--- src/rtl/display_scanner.sv ---
// rtl/display_scanner.sv - eight-digit seven-segment scan controller with frame-aligned updates
//
// Steps through the eight hex nibbles of a committed 32-bit value, holding each
// digit REFRESH_DIV clocks, and presents the current digit to the downstream
// seven-segment decoder. Writes are parked in a shadow register and only reach
// the displayed value when the scan wraps from digit 7 to digit 0, so a frame
// never shows a mix of old and new digits.
//
// Ports:
//   clk          rising-edge clock
//   rst          synchronous active-high reset
//   wr_en        one-cycle write strobe for wr_data
//   wr_data      nibble i is the value for digit i
//   digit_en     bit i = 0 forces digit i dark
//   blank_lz     1 = blank leading zeros (digit 0 always shown)
//   num          nibble of the current digit
//   sel          index of the current digit
//   blank        1 = current digit must be dark
//   upd_pending  a write is waiting for the next frame boundary
//   frame_done   one-cycle pulse in the first cycle of a new frame

module display_scanner #(
   parameter int REFRESH_DIV = 100000
) (
   input  logic        clk,
   input  logic        rst,
   input  logic        wr_en,
   input  logic [31:0] wr_data,
   input  logic [7:0]  digit_en,
   input  logic        blank_lz,
   output logic [3:0]  num,
   output logic [2:0]  sel,
   output logic        blank,
   output logic        upd_pending,
   output logic        frame_done
);

   localparam int CW = (REFRESH_DIV > 1) ? $clog2(REFRESH_DIV) : 1;
   localparam logic [CW-1:0] CNT_MAX = CW'(REFRESH_DIV - 1);

   logic [CW-1:0] cnt;
   logic [31:0]   disp;
   logic [31:0]   shadow;
   logic [31:0]   disp_n;
   logic [2:0]    sel_n;
   logic          tick;
   logic          wrap;
   logic          lz_blank;
   logic          running;
   logic [7:0]    upper_zero;

   always_comb begin
      tick  = (cnt == CNT_MAX);
      wrap  = tick && (sel == 3'd7);
      sel_n = tick ? sel + 3'd1 : sel;

      // A write landing exactly on the wrap is newer than anything in shadow.
      disp_n = disp;
      if (wrap) begin
         if (wr_en)
            disp_n = wr_data;
         else if (upd_pending)
            disp_n = shadow;
      end

      // upper_zero[i]: nibbles 7 down to i of the next displayed value are all zero.
      upper_zero = '0;
      running    = 1'b1;
      for (int i = 7; i >= 0; i--) begin
         running       = running && (disp_n[4*i +: 4] == 4'd0);
         upper_zero[i] = running;
      end

      lz_blank = blank_lz && (sel_n != 3'd0) && upper_zero[sel_n];
   end

   always_ff @(posedge clk) begin
      if (rst) begin
         cnt         <= '0;
         sel         <= '0;
         disp        <= '0;
         shadow      <= '0;
         upd_pending <= 1'b0;
         num         <= '0;
         blank       <= 1'b0;
         frame_done  <= 1'b0;
      end else begin
         cnt  <= tick ? '0 : cnt + CW'(1);
         sel  <= sel_n;
         disp <= disp_n;

         if (wr_en && !wrap)
            shadow <= wr_data;

         if (wrap)
            upd_pending <= 1'b0;
         else if (wr_en)
            upd_pending <= 1'b1;

         // Driven from next-state sel/disp so data and select move on the same edge.
         num        <= disp_n[{sel_n, 2'b00} +: 4];
         blank      <= ~digit_en[sel_n] | lz_blank;
         frame_done <= wrap;
      end
   end

endmodule

--- config.mk ---
export PLATFORM = sky130hd
export DESIGN_NAME = display_scanner
export DESIGN_NICKNAME = d
export VERILOG_FILES = /design/src/rtl/display_scanner.sv
export SDC_FILE = /design/constraint.sdc
export NUM_CORES = 1
export LEC_CHECK = 0
export CORE_MARGIN = 2
export CORE_UTILIZATION = 56
export DETAILED_ROUTE_END_ITERATION = 16
export PLACE_DENSITY = 0.76
export SYNTH_ARGS = -nofsm -noshare
export SYNTH_HDL_FRONTEND = slang
export SYNTH_SLANG_ARGS = --single-unit
--- constraint.sdc ---
create_clock -name clk -period 3.05 [get_ports clk]
set_input_delay 0.61 -clock clk [delete_from_list [all_inputs] [get_ports clk]]
set_output_delay 0.61 -clock clk [all_outputs]
set_load 0.02 [all_outputs]
After elaboration in Yosys (flattened, before gate mapping)
Cells that the tools add are included.

Bits in registers: 91. Input bits: 44. Output and inout port bits: 10. Logic and storage cells: 47.

Add/sub/neg operators: 2. Magnitude comparators: 1. Eq/ne operators: 2. Shift operators: 1. Multiplexer cells: 8. Bitwise gates (word level): 2. Reductions and logical operators: 23.

Operators by type and width (count): 32-bit two-way mux (3); 4-bit zero test (8); 32-bit by 6-bit variable part select with 4-bit output (1); 17-bit by 1-bit adder with 17-bit output, second input constant (1); 17-bit equality test, second input constant (1); 1-bit logical AND (11); 1-bit binary-select mux with 3-bit select (2); 3-bit by 4-bit < comparator with 1-bit output, second input constant (1); 2-bit OR reduction (2); 3-bit by 1-bit adder with 3-bit output, second input constant (1); 3-bit equality test, second input constant (1); 3-bit two-way mux (1); 3-bit nonzero test (1); 1-bit two-way mux (2); 1-bit zero test (1); 1-bit inverter (1); 1-bit OR (1).

Logic depth before layout (Yosys ltp)
Word-level depth: 15. Depth in mapped cells: 13. Mapped depth without buffers: 9.

Least setup slack after synthesis
Ideal clock, no wire load.

Path type: reg-to-reg. Start: register sel[0]. End: register blank. Library setup time: 0.059 ns. Data arrival time: 2.760 ns. Required time: 2.991 ns. Slack: 0.231 ns. Cell stages (with the launch flop): 13. Path buffers: 3. Period minus slack after synthesis: 2.819 ns. Cells stage by stage: dfxtp_1 -> ha_1 -> ha_1 -> buf_6 -> and2_1 -> and2_1 -> buf_2 -> buf_6 -> a221o_1 -> nor4_1 -> nand4_1 -> a2111oi_2 -> a31o_1.

Cells in the longest elaborated chain, start to end: 15.

Ends and longest elaborated chain: start, declared (RTL line 32) `output logic [2:0] sel,`; start signal, assigned (RTL line 89) `sel <= sel_n;`; 3-bit equality test (RTL line 54) `wrap = tick && (sel == 3'd7);`; 1-bit logical AND (RTL line 54); 32-bit two-way mux (RTL line 59) `if (wrap) begin`; 4-bit zero test (RTL line 70) `running = running && (disp_n[4*i +: 4] == 4'd0);`; 1-bit logical AND (7 in series) (RTL line 70); 1-bit binary-select mux with 3-bit select (RTL line 74) `lz_blank = blank_lz && (sel_n != 3'd0) && upper_zero[sel_n];`; 1-bit two-way mux (implied by the code) (RTL line 74); 1-bit logical AND (RTL line 74); 1-bit OR (*) (RTL line 102) `blank <= ~digit_en[sel_n] | lz_blank;`; end signal, assigned (RTL line 102); end, declared (RTL line 33) `output logic blank,`.

Mark *: on every way between the ends. The rest lies on a longest branch, timed or not. The select of a mux whose other input is x is not followed. A chain may end at the register's enable or synchronous reset.

Final worst setup path
Start: register cnt[0]. End: register blank.

Cells in the longest elaborated chain, start to end: 15.

Ends and longest elaborated chain: start, declared (RTL line 41) `logic [CW-1:0] cnt;`; start signal, assigned (RTL line 88) `cnt <= tick ? '0 : cnt + CW'(1);`; 17-bit equality test (*) (RTL line 53) `tick = (cnt == CNT_MAX);`; 1-bit logical AND (RTL line 54); 32-bit two-way mux (RTL line 59); 4-bit zero test (RTL line 70); 1-bit logical AND (7 in series) (RTL line 70); 1-bit binary-select mux with 3-bit select (RTL line 74); 1-bit two-way mux (implied by the code) (RTL line 74); 1-bit logical AND (RTL line 74); 1-bit OR (*) (RTL line 102).

Marks and branches as above.

==> impl_summary.md <==
Critical path
The data arrival time at the worst-slack endpoint is 3170 ps. The startpoint type of the worst setup path is a flop. Counting both buffers and inverters, the worst setup path holds a total of 0. The signal on the critical path passes through ha_1 -> and4_4 -> and4_4 -> nand2_8 -> a221o_1 -> nor4_4 -> nand4_1 -> a2111oi_2 -> a31o_1.

STA classifies the critical path endpoint as a flop. STA puts the critical path data required time at around 3400 ps. Broken down by cell family, the worst path's largest delay share belongs to simple AND/OR/NAND/NOR gates. The worst setup path is of the reg2reg kind. The slowest stage cell on the critical path is sky130_fd_sc_hd__a221o_1. The largest fanout on the critical path is 25. By instance count, the cell type seen most on the critical path is sky130_fd_sc_hd__and4_4. The longest individual stage delay on the worst path is between 400 and 500 ps.

Detailed routing
The count of unresolved DRC violations after routing is 0. The detailed-router iteration count before antenna repair is 5. The violation count after the first detailed-routing iteration is 270. Dividing the detail-routed via count by the number of cells gives between 5 and 6. After detailed routing, the average wire length per cell comes to between 15 and 20 µm. Detailed routing inserted a total of roughly 4,200 vias.

The total wire length after detailed routing is roughly 12,000 µm. The post-route antenna net violation count is 0.

STA
The fmax is roughly 0.35 GHz. The post-layout minimum cycle time is ~2900 ps. The number of setup violations in the final report is 0. The number of max-slew violations in the final report is 0. The post-route worst setup slack is around 180 ps. The worst-case clock skew is slightly below 8 ps. Hold timing on the final database bottoms out at a slack of 462.9 ps. The final hold violation count is 0. Measured against its own limit, the worst slew margin works out to 0.1877.

Setup repair after global routing left no endpoint under its margin. Of the available clock period, the critical path in the final layout requires 0.9407. At the pin with the least slew margin, the transition time is around 1200 ps.

Synthesis
Synthesis produced 530 cells. Of all flip-flops after synthesis, the portion carrying an async set or reset was 0. Of the total synthesized cell area, the portion taken by full adders, half adders and majority gates is 0.008396.

Of the total synthesized cell area, the portion taken by AND, OR, NAND and NOR gates is 0.2664. The fraction of post-synthesis cell area in the top cell type by area is 0.4075. The flip-flop and latch count after synthesis is a little over 90. In this run, synthesis inferred 0 flip-flops with an integrated enable. After synthesis, the largest family of logic cells by area is simple AND/OR/NAND/NOR gates. The portion of the post-synthesis area used by sequential elements is 0.4075. The net count after synthesis is about 580. A synthesized cell averages around 8.4 µm². The top flip-flop cell by instance count after synthesis is sky130_fd_sc_hd__dfxtp_1.

Of the total synthesized cell area, the portion taken by XOR and XNOR cells is 0.03135. Counting distinct cell types in the post-synthesis netlist gives between 40 and 50. The total number of yosys warnings is 0. The library cell occupying the most area in the post-synthesis netlist is sky130_fd_sc_hd__dfxtp_1. Of the post-synthesis cell area, the part taken by muxes is 0.02603. The synthesized cell area is about 4500 µm². By area the synthesized netlist is led by sky130_fd_sc_hd__dfxtp_1 41%, sky130_fd_sc_hd__nand2_1 6.9%, sky130_fd_sc_hd__a21oi_1 4.8%. The synthesized-area fraction occupied by ao, oa, aoi and oai cells is 0.2046.

Cells and area
The number of antenna diodes in the final layout is 0. Excluding fillers, the count of instances in the completed layout stands at around 700. The area added between synthesis and finish is 23.43%. The post-layout net count is between 600 and 700. Counting the fill cells in the layout gives approximately 600. In the final layout, flip-flops and latches occupy around 1800 µm². The multi-input combinational cells in the finished layout cover a total of ~2400 µm². The share of cells above drive strength 1 is 0.1256.

Job
Across the run, the number of max-cap violations was 0.

Clock network
In this run the deepest clock path goes through 2 buffers. After clock tree synthesis, the clock-pin slew on the worst setup and hold paths is 80 ps. The number of setup buffers added after CTS is 0.

For the worst-skew pair, the clock arrives at the later sink with an insertion delay of roughly 350 ps. TritonCTS created 9 clock buffers. The H-tree generated during clock tree synthesis spans 3 levels.

TritonCTS built the clock tree. The root buffer cell is sky130_fd_sc_hd__clkbuf_8. The number of sinks handled by clock tree synthesis is a little over 90.

Floorplan
The core region is about 7700 µm². The starting density of the core is 0.5785. The number of placement rows is 32. The floorplan step defined a die boundary enclosing between 8000 and 9000 µm².

For this design the top-level I/O count stands at 54. The vertical die dimension is 93.35 µm. The chip width is 93.35 µm.

GRT
Global routing finished with a remaining overflow of 0. The first global-routing pass estimated about 20,000 µm of wire. The number of global-route vias before repair came to just over 4,000. The initial antenna violation count is 0. The pin count of the biggest net entering global routing is 33. The overall global routing resource usage is 0.2851.

Place
The routability congestion estimate is approximately 0.87. Buffers placed on the I/O ports in this run total between 50 and 60. The detailed-placement wirelength estimate is 8412 µm. OpenSTA, run right after detailed placement, puts the worst setup slack at -167.6 ps.

The number of placed instances with taps included is ~700.

Status
The run finished with clean final reports.

Pwr
The worst IR drop on VDD is about 0.24 mV. The analysis attributes to cell leakage a power of 2.290 nW. The areal power density over the cells is ~400 nW/µm².

Hold path
The tightest min-delay check is of the reg2reg type.
==> state kept, by name (all words and copies together) (netlist names) <==
| signal | cells |
|---|---|
| frame_done | 1 |
| blank | 1 |
| disp | 32 |
| sel | 3 |
| shadow | 32 |
| upd_pending | 1 |
| num | 4 |
| cnt | 17 |
==> worst min-delay path, delay by kind of cell, from the launching register on <==
kind | cells | cell delay [ps]
AO/OA/AOI/OAI | 1 | 50
flip-flops | 1 | 320
AND/OR/NAND/NOR | 1 | 50
==> final timing paths <==
| kind | start | to | slack [ps] | cells after the start |
|---|---|---|---|---|
| hold / removal | shadow[25] | shadow[25] | 460 | 2 |
| hold reg to reg | shadow[25] | shadow[25] | 460 | 2 |
| setup / recovery | cnt[0] | blank | 180 | 9 |
| setup reg to reg | cnt[0] | blank | 180 | 9 |
==> cell type report <==
class / count / share of cell area
Multi-Input combinational cell: 386 / 0.4438
Sequential cell: 91 / 0.3302
Timing Repair Buffer: 99 / 0.1653
Clock buffer: 11 / 0.02562
Tap cell: 102 / 0.02313
Clock inverter: 3 / 0.007256
Inverter: 7 / 0.004762
==> kinds of logic (layout without fill, tap and decap cells) <==
logic type      count (synthesis)  count (layout)
mux                             9               9
simple gates                  238             238
compound gates                120             120
flops                          91              91
fa+ha+maj                       3               3
xor+xnor                       16              16
buf+inv                        53             120
==> cells in the mapped netlist (5+ instances only) <==
cell,count
sky130_fd_sc_hd__dfxtp_1,91
sky130_fd_sc_hd__nor3_1,8
sky130_fd_sc_hd__buf_2,7
sky130_fd_sc_hd__mux2i_1,6
sky130_fd_sc_hd__xor2_1,12
sky130_fd_sc_hd__clkbuf_1,27
sky130_fd_sc_hd__nand2b_1,8
sky130_fd_sc_hd__buf_6,5
sky130_fd_sc_hd__buf_1,6
sky130_fd_sc_hd__nor2_1,45
sky130_fd_sc_hd__a221oi_1,9
sky130_fd_sc_hd__a21oi_1,43
sky130_fd_sc_hd__a221o_1,19
sky130_fd_sc_hd__nand4_1,11
sky130_fd_sc_hd__nand2_1,82
sky130_fd_sc_hd__nor2b_1,25
sky130_fd_sc_hd__a211oi_1,11
sky130_fd_sc_hd__nand3_1,14
sky130_fd_sc_hd__and2_1,25
sky130_fd_sc_hd__a41o_1,20
sky130_fd_sc_hd__inv_1,7
==> cell usage in the layout, fill, tap and decap left out, types with 5 or more instances in the layout <==
cell type / synthesis / routed
sky130_fd_sc_hd__xor2_1: 12 / 12
sky130_fd_sc_hd__a21oi_1: 43 / 43
sky130_fd_sc_hd__nand2_1: 82 / 82
sky130_fd_sc_hd__clkbuf_8: 0 / 10
sky130_fd_sc_hd__and2_1: 25 / 25
sky130_fd_sc_hd__a221o_1: 19 / 19
sky130_fd_sc_hd__a41o_1: 20 / 20
sky130_fd_sc_hd__a211oi_1: 11 / 11
sky130_fd_sc_hd__nor2_1: 45 / 45
sky130_fd_sc_hd__nand2b_1: 8 / 8
sky130_fd_sc_hd__nand4_1: 11 / 11
sky130_fd_sc_hd__a221oi_1: 9 / 7
sky130_fd_sc_hd__nand3_1: 14 / 14
sky130_fd_sc_hd__nor3_1: 8 / 8
sky130_fd_sc_hd__buf_4: 1 / 42
sky130_fd_sc_hd__nor2b_1: 25 / 25
sky130_fd_sc_hd__dfxtp_1: 91 / 91
sky130_fd_sc_hd__mux2i_1: 6 / 5
sky130_fd_sc_hd__clkdlybuf4s50_1: 0 / 52
sky130_fd_sc_hd__inv_1: 7 / 7
==> metrics by stage <==
step | instance area (µm²) | TNS, ps | utilization | total power, mW
global placement | 5288 | -119.2 | 0.6843 | 1.431
detailed placement | 5288 | -167.6 | 0.6843 | 1.439
global route | 5518 | 0 | 0.7141 | 2.278
CTS | 5477 | 0 | 0.7087 | 2.213
floorplan | 4471 | 0 | - | 1.334
finish | 5518 | 0 | 0.7141 | 2.206
==> layer usage <==
| layer | up-vias | wire (µm) | share of wire | GRT usage |
|---|---|---|---|---|
| li1 | 2031 | - | - | - |
| met1 | 2004 | 5146 | 0.43 | 0.3673 |
| met2 | 137 | 5936 | 0.50 | 0.4874 |
| met3 | 19 | 663 | 0.055 | 0.04351 |
| met4 | 0 | 211 | 0.018 | 0.09559 |
| met5 | - | 0 | 0 | 0 |
==> report_power, final <==
part	switching [mW]	internal [mW]	leakage, nW	total, mW
clock	0.403	0.390	0.0950	0.794
sequential	0.0184	1.22	0.740	1.23
combinational	0.0909	0.0877	1.45	0.179
total	0.513	1.69	2.29	2.21
==> repair_timing <==
| action | CTS | global route |
|---|---|---|
| endpoints found under the setup margin | 1 | 1 |
| gates resized for setup | 2 | 7 |
| hold buffers | 0 | 0 |
(Power assumes the default switching activity.)
